`src/rtl/process2_monitor_pkg.sv`:
```
// Shared types and constants for the process2_monitor sequencer.
// The count slice helper keeps flattened-bus indexing in one place.
package process2_monitor_pkg;

    localparam int PR2_NB_MONITOR     = 43;
    localparam int PR2_COUNT_W        = 16;
    localparam int PR2_TARGET_W       = 4;
    localparam int PR2_SETUP_CYCLES   = 4;
    localparam int PR2_DISABLE_CYCLES = 2;

    typedef enum logic [2:0] {
        ST_IDLE,
        ST_SETUP,
        ST_RUN,
        ST_CAPTURE,
        ST_DISABLE,
        ST_WAIT
    } pm_state_e;

    function automatic logic [PR2_COUNT_W-1:0] count_slice(
        input logic [PR2_NB_MONITOR*PR2_COUNT_W-1:0] flat,
        input int                                    idx
    );
        return flat[idx*PR2_COUNT_W +: PR2_COUNT_W];
    endfunction

endpackage

```
`src/rtl/process2_monitor_result_bank.sv`:
```
// Result bank for the 43 ring-oscillator counts: masked capture,
// low-threshold compare on the live counts and a combinational read port.
module process2_monitor_result_bank
    import process2_monitor_pkg::*;
(
    input  logic                                   clock,
    input  logic                                   rst,
    input  logic                                   cap_en,
    input  logic [PR2_NB_MONITOR-1:0]              mask,
    input  logic [PR2_COUNT_W-1:0]                 thr_low,
    input  logic [PR2_NB_MONITOR*PR2_COUNT_W-1:0]  pm_count,
    input  logic [5:0]                             rd_idx,
    output logic [PR2_COUNT_W-1:0]                 rd_data,
    output logic                                   any_low
);

    logic [PR2_COUNT_W-1:0] result [PR2_NB_MONITOR];

    // NOTE: this bank is a reset register array, not a RAM: software relies on
    // reading zeros after reset, so every entry is cleared by rst.
    always_ff @(posedge clock or posedge rst) begin
        if (rst) begin
            for (int i = 0; i < PR2_NB_MONITOR; i++) begin
                result[i] <= '0;
            end
        end else if (cap_en) begin
            for (int i = 0; i < PR2_NB_MONITOR; i++) begin
                result[i] <= mask[i] ? count_slice(pm_count, i) : '0;
            end
        end
    end

    // NOTE: defaults first in every always_comb so no path leaves a latch behind.
    always_comb begin
        any_low = 1'b0;
        for (int i = 0; i < PR2_NB_MONITOR; i++) begin
            if (mask[i] && (count_slice(pm_count, i) < thr_low)) begin
                any_low = 1'b1;
            end
        end
    end

    always_comb begin
        rd_data = '0;
        if (int'(rd_idx) < PR2_NB_MONITOR) begin
            rd_data = result[rd_idx];
        end
    end

endmodule

```
`src/rtl/process2_monitor_ctrl.sv`:
```
// Sequencer for one process2_monitor macro: setup, run, capture, disable,
// optional periodic wait, with run timeout and low-count alarm.
module process2_monitor_ctrl
    import process2_monitor_pkg::*;
#(
    parameter int SETUP_CYCLES = PR2_SETUP_CYCLES,
    parameter int TIMEOUT_W    = 24,
    parameter int INTERVAL_W   = 32,
    parameter int NB_MON       = PR2_NB_MONITOR,
    parameter int COUNT_W      = PR2_COUNT_W
) (
    input  logic                      clock,
    input  logic                      rst,
    input  logic                      cfg_start,
    input  logic                      cfg_stop,
    input  logic                      cfg_periodic,
    input  logic [INTERVAL_W-1:0]     cfg_interval,
    input  logic [TIMEOUT_W-1:0]      cfg_timeout,
    input  logic [PR2_TARGET_W-1:0]   cfg_target,
    input  logic [NB_MON-1:0]         cfg_use_ro,
    input  logic [COUNT_W-1:0]        cfg_thr_low,
    output logic                      busy,
    output logic                      done,
    output logic                      timeout_err,
    output logic                      alarm,
    output logic [15:0]               run_cnt,
    input  logic [5:0]                rd_idx,
    output logic [COUNT_W-1:0]        rd_data,
    output logic                      pm_enable,
    output logic [PR2_TARGET_W-1:0]   pm_target,
    output logic [NB_MON-1:0]         pm_use_ro,
    input  logic                      pm_valid,
    input  logic [NB_MON*COUNT_W-1:0] pm_count
);

    localparam int PHASE_W = 8;

    pm_state_e               state;
    logic [PHASE_W-1:0]      phase_cnt;
    logic [TIMEOUT_W-1:0]    run_tmr;
    logic [INTERVAL_W-1:0]   wait_cnt;
    logic                    stop_pend;
    logic                    periodic_sh;
    logic [INTERVAL_W-1:0]   interval_sh;
    logic [TIMEOUT_W-1:0]    timeout_sh;
    logic [COUNT_W-1:0]      thr_sh;
    logic                    cap_en;
    logic                    any_low;

    assign cap_en = (state == ST_CAPTURE);

    // pm_target/pm_use_ro are the shadow registers themselves, so they can only
    // move on the IDLE->SETUP edge while pm_enable is low.
    // NOTE: all state below uses non-blocking assignments so every register
    // samples pre-edge values regardless of statement order.
    always_ff @(posedge clock or posedge rst) begin
        if (rst) begin
            state       <= ST_IDLE;
            phase_cnt   <= '0;
            run_tmr     <= '0;
            wait_cnt    <= '0;
            stop_pend   <= 1'b0;
            periodic_sh <= 1'b0;
            interval_sh <= '0;
            timeout_sh  <= '0;
            thr_sh      <= '0;
            busy        <= 1'b0;
            done        <= 1'b0;
            timeout_err <= 1'b0;
            alarm       <= 1'b0;
            run_cnt     <= '0;
            pm_enable   <= 1'b0;
            pm_target   <= '0;
            pm_use_ro   <= '0;
        end else begin
            done <= 1'b0;
            unique case (state)
                ST_IDLE: begin
                    if (cfg_start && !cfg_stop) begin
                        pm_target   <= cfg_target;
                        pm_use_ro   <= cfg_use_ro;
                        thr_sh      <= cfg_thr_low;
                        periodic_sh <= cfg_periodic;
                        interval_sh <= cfg_interval;
                        timeout_sh  <= cfg_timeout;
                        timeout_err <= 1'b0;
                        alarm       <= 1'b0;
                        run_cnt     <= '0;
                        stop_pend   <= 1'b0;
                        phase_cnt   <= '0;
                        busy        <= 1'b1;
                        state       <= ST_SETUP;
                    end
                end

                ST_SETUP: begin
                    if (cfg_stop) begin
                        stop_pend <= 1'b1;
                        phase_cnt <= '0;
                        state     <= ST_DISABLE;
                    end else if (phase_cnt == PHASE_W'(SETUP_CYCLES - 1)) begin
                        run_tmr   <= '0;
                        pm_enable <= 1'b1;
                        state     <= ST_RUN;
                    end else begin
                        phase_cnt <= phase_cnt + 1'b1;
                    end
                end

                ST_RUN: begin
                    if (cfg_stop) begin
                        stop_pend <= 1'b1;
                        phase_cnt <= '0;
                        pm_enable <= 1'b0;
                        state     <= ST_DISABLE;
                    end else if (pm_valid) begin
                        state <= ST_CAPTURE;
                    end else if ((timeout_sh != '0) &&
                                 (run_tmr + TIMEOUT_W'(1) == timeout_sh)) begin
                        timeout_err <= 1'b1;
                        phase_cnt   <= '0;
                        pm_enable   <= 1'b0;
                        state       <= ST_DISABLE;
                    end else begin
                        run_tmr <= run_tmr + TIMEOUT_W'(1);
                    end
                end

                // The bank captures on this same edge; done lines up with fresh results.
                ST_CAPTURE: begin
                    done      <= 1'b1;
                    alarm     <= alarm | any_low;
                    if (run_cnt != 16'hFFFF) begin
                        run_cnt <= run_cnt + 16'd1;
                    end
                    if (cfg_stop) begin
                        stop_pend <= 1'b1;
                    end
                    phase_cnt <= '0;
                    pm_enable <= 1'b0;
                    state     <= ST_DISABLE;
                end

                ST_DISABLE: begin
                    if (phase_cnt == PHASE_W'(PR2_DISABLE_CYCLES - 1)) begin
                        if (periodic_sh && !stop_pend && !cfg_stop) begin
                            if (interval_sh == '0) begin
                                phase_cnt <= '0;
                                state     <= ST_SETUP;
                            end else begin
                                wait_cnt <= interval_sh;
                                state    <= ST_WAIT;
                            end
                        end else begin
                            stop_pend <= 1'b0;
                            busy      <= 1'b0;
                            state     <= ST_IDLE;
                        end
                    end else begin
                        if (cfg_stop) begin
                            stop_pend <= 1'b1;
                        end
                        phase_cnt <= phase_cnt + 1'b1;
                    end
                end

                ST_WAIT: begin
                    if (cfg_stop) begin
                        stop_pend <= 1'b1;
                        phase_cnt <= '0;
                        state     <= ST_DISABLE;
                    end else if (wait_cnt == INTERVAL_W'(1)) begin
                        phase_cnt <= '0;
                        state     <= ST_SETUP;
                    end else begin
                        wait_cnt <= wait_cnt - INTERVAL_W'(1);
                    end
                end

                default: begin
                    busy      <= 1'b0;
                    pm_enable <= 1'b0;
                    state     <= ST_IDLE;
                end
            endcase
        end
    end

    process2_monitor_result_bank u_bank (
        .clock    (clock),
        .rst      (rst),
        .cap_en   (cap_en),
        .mask     (pm_use_ro),
        .thr_low  (thr_sh),
        .pm_count (pm_count),
        .rd_idx   (rd_idx),
        .rd_data  (rd_data),
        .any_low  (any_low)
    );

endmodule
```
`config.mk`:
```
export PLATFORM = sky130hd
export DESIGN_NAME = process2_monitor_ctrl
export DESIGN_NICKNAME = d
export VERILOG_FILES = /design/src/rtl/process2_monitor_pkg.sv /design/src/rtl/process2_monitor_result_bank.sv /design/src/rtl/process2_monitor_ctrl.sv
export SDC_FILE = /design/constraint.sdc
export NUM_CORES = 2
export LEC_CHECK = 0
export BUFFER_PORTS_ARGS = -buffer_cell sky130_fd_sc_hd__buf_4
export CELL_PAD_IN_SITES_DETAIL_PLACEMENT = 1
export CELL_PAD_IN_SITES_GLOBAL_PLACEMENT = 1
export CORE_MARGIN = 3
export CORE_UTILIZATION = 47
export DETAILED_ROUTE_END_ITERATION = 8
export HOLD_SLACK_MARGIN = 0.08
export PLACE_DENSITY = 0.85
export REMOVE_ABC_BUFFERS = 1
export SLEW_MARGIN = 5
export SYNTH_ARGS = -nofsm -noshare
export SYNTH_HDL_FRONTEND = slang
export SYNTH_SLANG_ARGS = --single-unit
```
`constraint.sdc`:
```
create_clock -name clock -period 71.1 [get_ports clock]
set_input_delay 7.11 -clock clock [delete_from_list [all_inputs] [get_ports clock]]
set_output_delay 7.11 -clock clock [all_outputs]
set_load 0.1 [all_outputs]
```
==> impl_metrics.toml <==
[worst_setup_path]
path_cells = "buf_8 > buf_4 > mux4_2 > mux4_2 > mux2i_1 > o21ai_0 > buf_4"
r2r.worst_path.cells = 11
end_kind = "output port"
rrSetupSlack_ps = 66360
crit_fanout = 82
crit_type = "in2out"
r2r-start = "thr_sh[7]"
worstPathRequired_ps = 63990
cp_slowest_cell = "buf_4"
r2r_end = "alarm"
arrival_ps = 11150
start_kind = "primary input"
cp_slowest_stage_delay_ps = 830

[finish]
area_delta_synth_final_pct = 20.8
nets = 8475
fillers = 13700
ff_latch_area_um2 = 22400
layout-drive-gt1-share = 0.198
multiInputGateArea_um2 = 32600

[global_route]
antenna_found_initial = 79
grt_max_degree = 273
grt_pass1_wl_mm = 410
grt_pass1_vias = 58800
track_usage = 0.452
overflow = 0

[power]
peakVddDrop_mv = 0.0335
p_leak_nw = 32.2
p_int_w = 0.00154
pwr-share-clk = 0.192
comb_power_share = 0.469
pwr-share-seq = 0.339
power.net_switching_w = 0.00149
swShare = 0.491
power-per-cell-area_nw_per_um2 = 44.2

[synthesis]
ys_top_cells_by_area = "dfrtp_1 (40%), ha_1 (14%), nand2_1 (13%)"
yosysMostFrequentCell = "nand2_1"
netlist_area_um2 = 56800
seq_area_frac_synth = 0.395
ys.flop_type = "dfrtp_1"
synth_edf_count = 0
synth_cell_types = 83
ys_ff_latch = 897
synthCells = 6288
synth_top_area_cell = "dfrtp_1"
synthTopCellsByCount = "nand2_1 (1900), o21ai_0 (907), dfrtp_1 (897)"
yosys_warnings = 0
synthArstFlopShare = 1.00
synth_top_area_share = 0.395
syn_area_per_cell_um2 = 9.03

[routing]
drc = 0
routed_wl_mm = 290
first_pass_iters = 6
routed-via-count = 56800
vias_per_cell = 6.49
ant_nets = 0
wl_per_cell_um = 33.1
first_iter_violations = 6286

[sta]
setup_violations = 0
grt_setup_unrepaired = "no"
setup_tns_ps = 0
maxSlewHeadroom = 0.0885
hold_ws_ps = 483
min_period_over_period = 0.257
finClkSkew_ps = 24.6
tightestPinTransition_ps = 1360
max_freq_mhz = 54.8
report.final.slew_viol_count = 0
period_minus_slack_ps = 18260
hold_viol = 0

[clocking]
clkSlewWorstSetupHoldPaths_ps = 60
postCtsSetupBuffers = 0
cts_tree = "yes"
ctsHoldBuffers = 0
cts.sinks = 897
h-tree-depth = 3
numCtsBuffers = 104
clockBufferDepth = 3
cts_resized = 0
root_buffer = "clkbuf_16"
clock_latency_ps = 750

[hold_path]
holdCritStartpoint = "u_bank.result[562]"
hold_depth = 2
hold_path_class = "reg2reg"
worstHoldEndpoint = "u_bank.result[562]"

[die]
pin_count = 903
die_h_um = 354
fp.dieArea_um2 = 125000
fp.dieW_um = 354
core_um2 = 119000
num_rows = 126
start_util = 0.477

[status]
status = "completed"

[flow_run]
cap_violations = 0

[placed_design]
io_buffers = 902
place_hpwl_mm = 222
finalWeightedCongestion = 1.06
[sequential cells by signal (all words and copies together), names as in the netlist, 3 cells and up]
signal / flops
timeout_sh: 24
pm_target: 4
phase_cnt: 8
pm_use_ro: 43
run_tmr: 24
interval_sh: 32
u_bank.result: 688
state: 3
wait_cnt: 32
run_cnt: 16
thr_sh: 16
[cell type report]
type	count	share of cell area
Tap cell	1600	0.0292
Multi-Input combinational cell	4943	0.476
Clock buffer	146	0.0448
Antenna cell	53	0.00193
Inverter	74	0.00418
Timing Repair Buffer	985	0.109
Sequential cell	897	0.327
Clock inverter	48	0.00828
[worst max-delay path: cells and delay by family]
kind | cells | cell delay (ps)
AOI/OAI and AO/OA | 1 | 330
buffers and inverters | 3 | 1650
muxes | 3 | 1790
[cells in the final DEF (no fill, tap or decap), types with 107 or more instances in the layout]
cell	count
clkbuf_16	107
nor2_1	131
mux4_2	192
nand2_1	1899
nand3_1	110
o21ai_0	907
a21oi_1	208
buf_4	980
ha_1	651
dfrtp_1	896
[power by group through the flow]
stage	registers (W)	logic, W	clock network [W]
floorplan	0.000986	0.000834	0
global placement	0.00100	0.00129	0
detailed placement	0.00100	0.00137	0
CTS	0.00100	0.00139	0.000583
global route	0.00103	0.00154	0.000603
finish	0.00103	0.00142	0.000582
[cells by family (layout without fill, tap and decap cells)]
logic type / after synthesis / in the layout / synth area share
multiplexers: 244 / 244 / 0.0854
other: 0 / 53 / 0
adder cells (fa/ha/maj): 651 / 651 / 0.143
flip-flops: 897 / 897 / 0.395
buffers and inverters: 448 / 1253 / 0.0309
AND/OR/NAND/NOR: 2512 / 2512 / 0.188
XOR/XNOR: 46 / 46 / 0.00723
AO/OA/AOI/OAI: 1490 / 1490 / 0.150
[through the flow]
step	util	area [um^2]	cells	total power, W	setup slack, ps
floorplan	-	55300	5914	0.00182	38770
global placement	0.544	64800	8499	0.00229	53100
detailed placement	0.544	64800	8499	0.00237	52990
CTS	0.575	68500	8693	0.00297	52980
global route	0.575	68500	8702	0.00316	52550
finish	0.576	68600	8746	0.00303	52840
[per-layer routing]
layer	GRT usage	vias up	part of all wire
met2	0.682	3327	0.43
met5	0	-	0.0012
met3	0.160	1122	0.12
met1	0.529	28400	0.35
met4	0.344	52	0.093
li1	-	23900	-
[how the worst max path moves through the flow]
stage	startpoint	to	cells after the start
floorplan	rst	alarm	1
global placement	rd_idx[0]	rd_data[0]	7
detailed placement	rd_idx[0]	rd_data[0]	7
CTS	rd_idx[0]	rd_data[2]	7
global route	rd_idx[0]	rd_data[2]	7
finish	rd_idx[0]	rd_data[0]	7
Power figures use the tool's default switching activity.
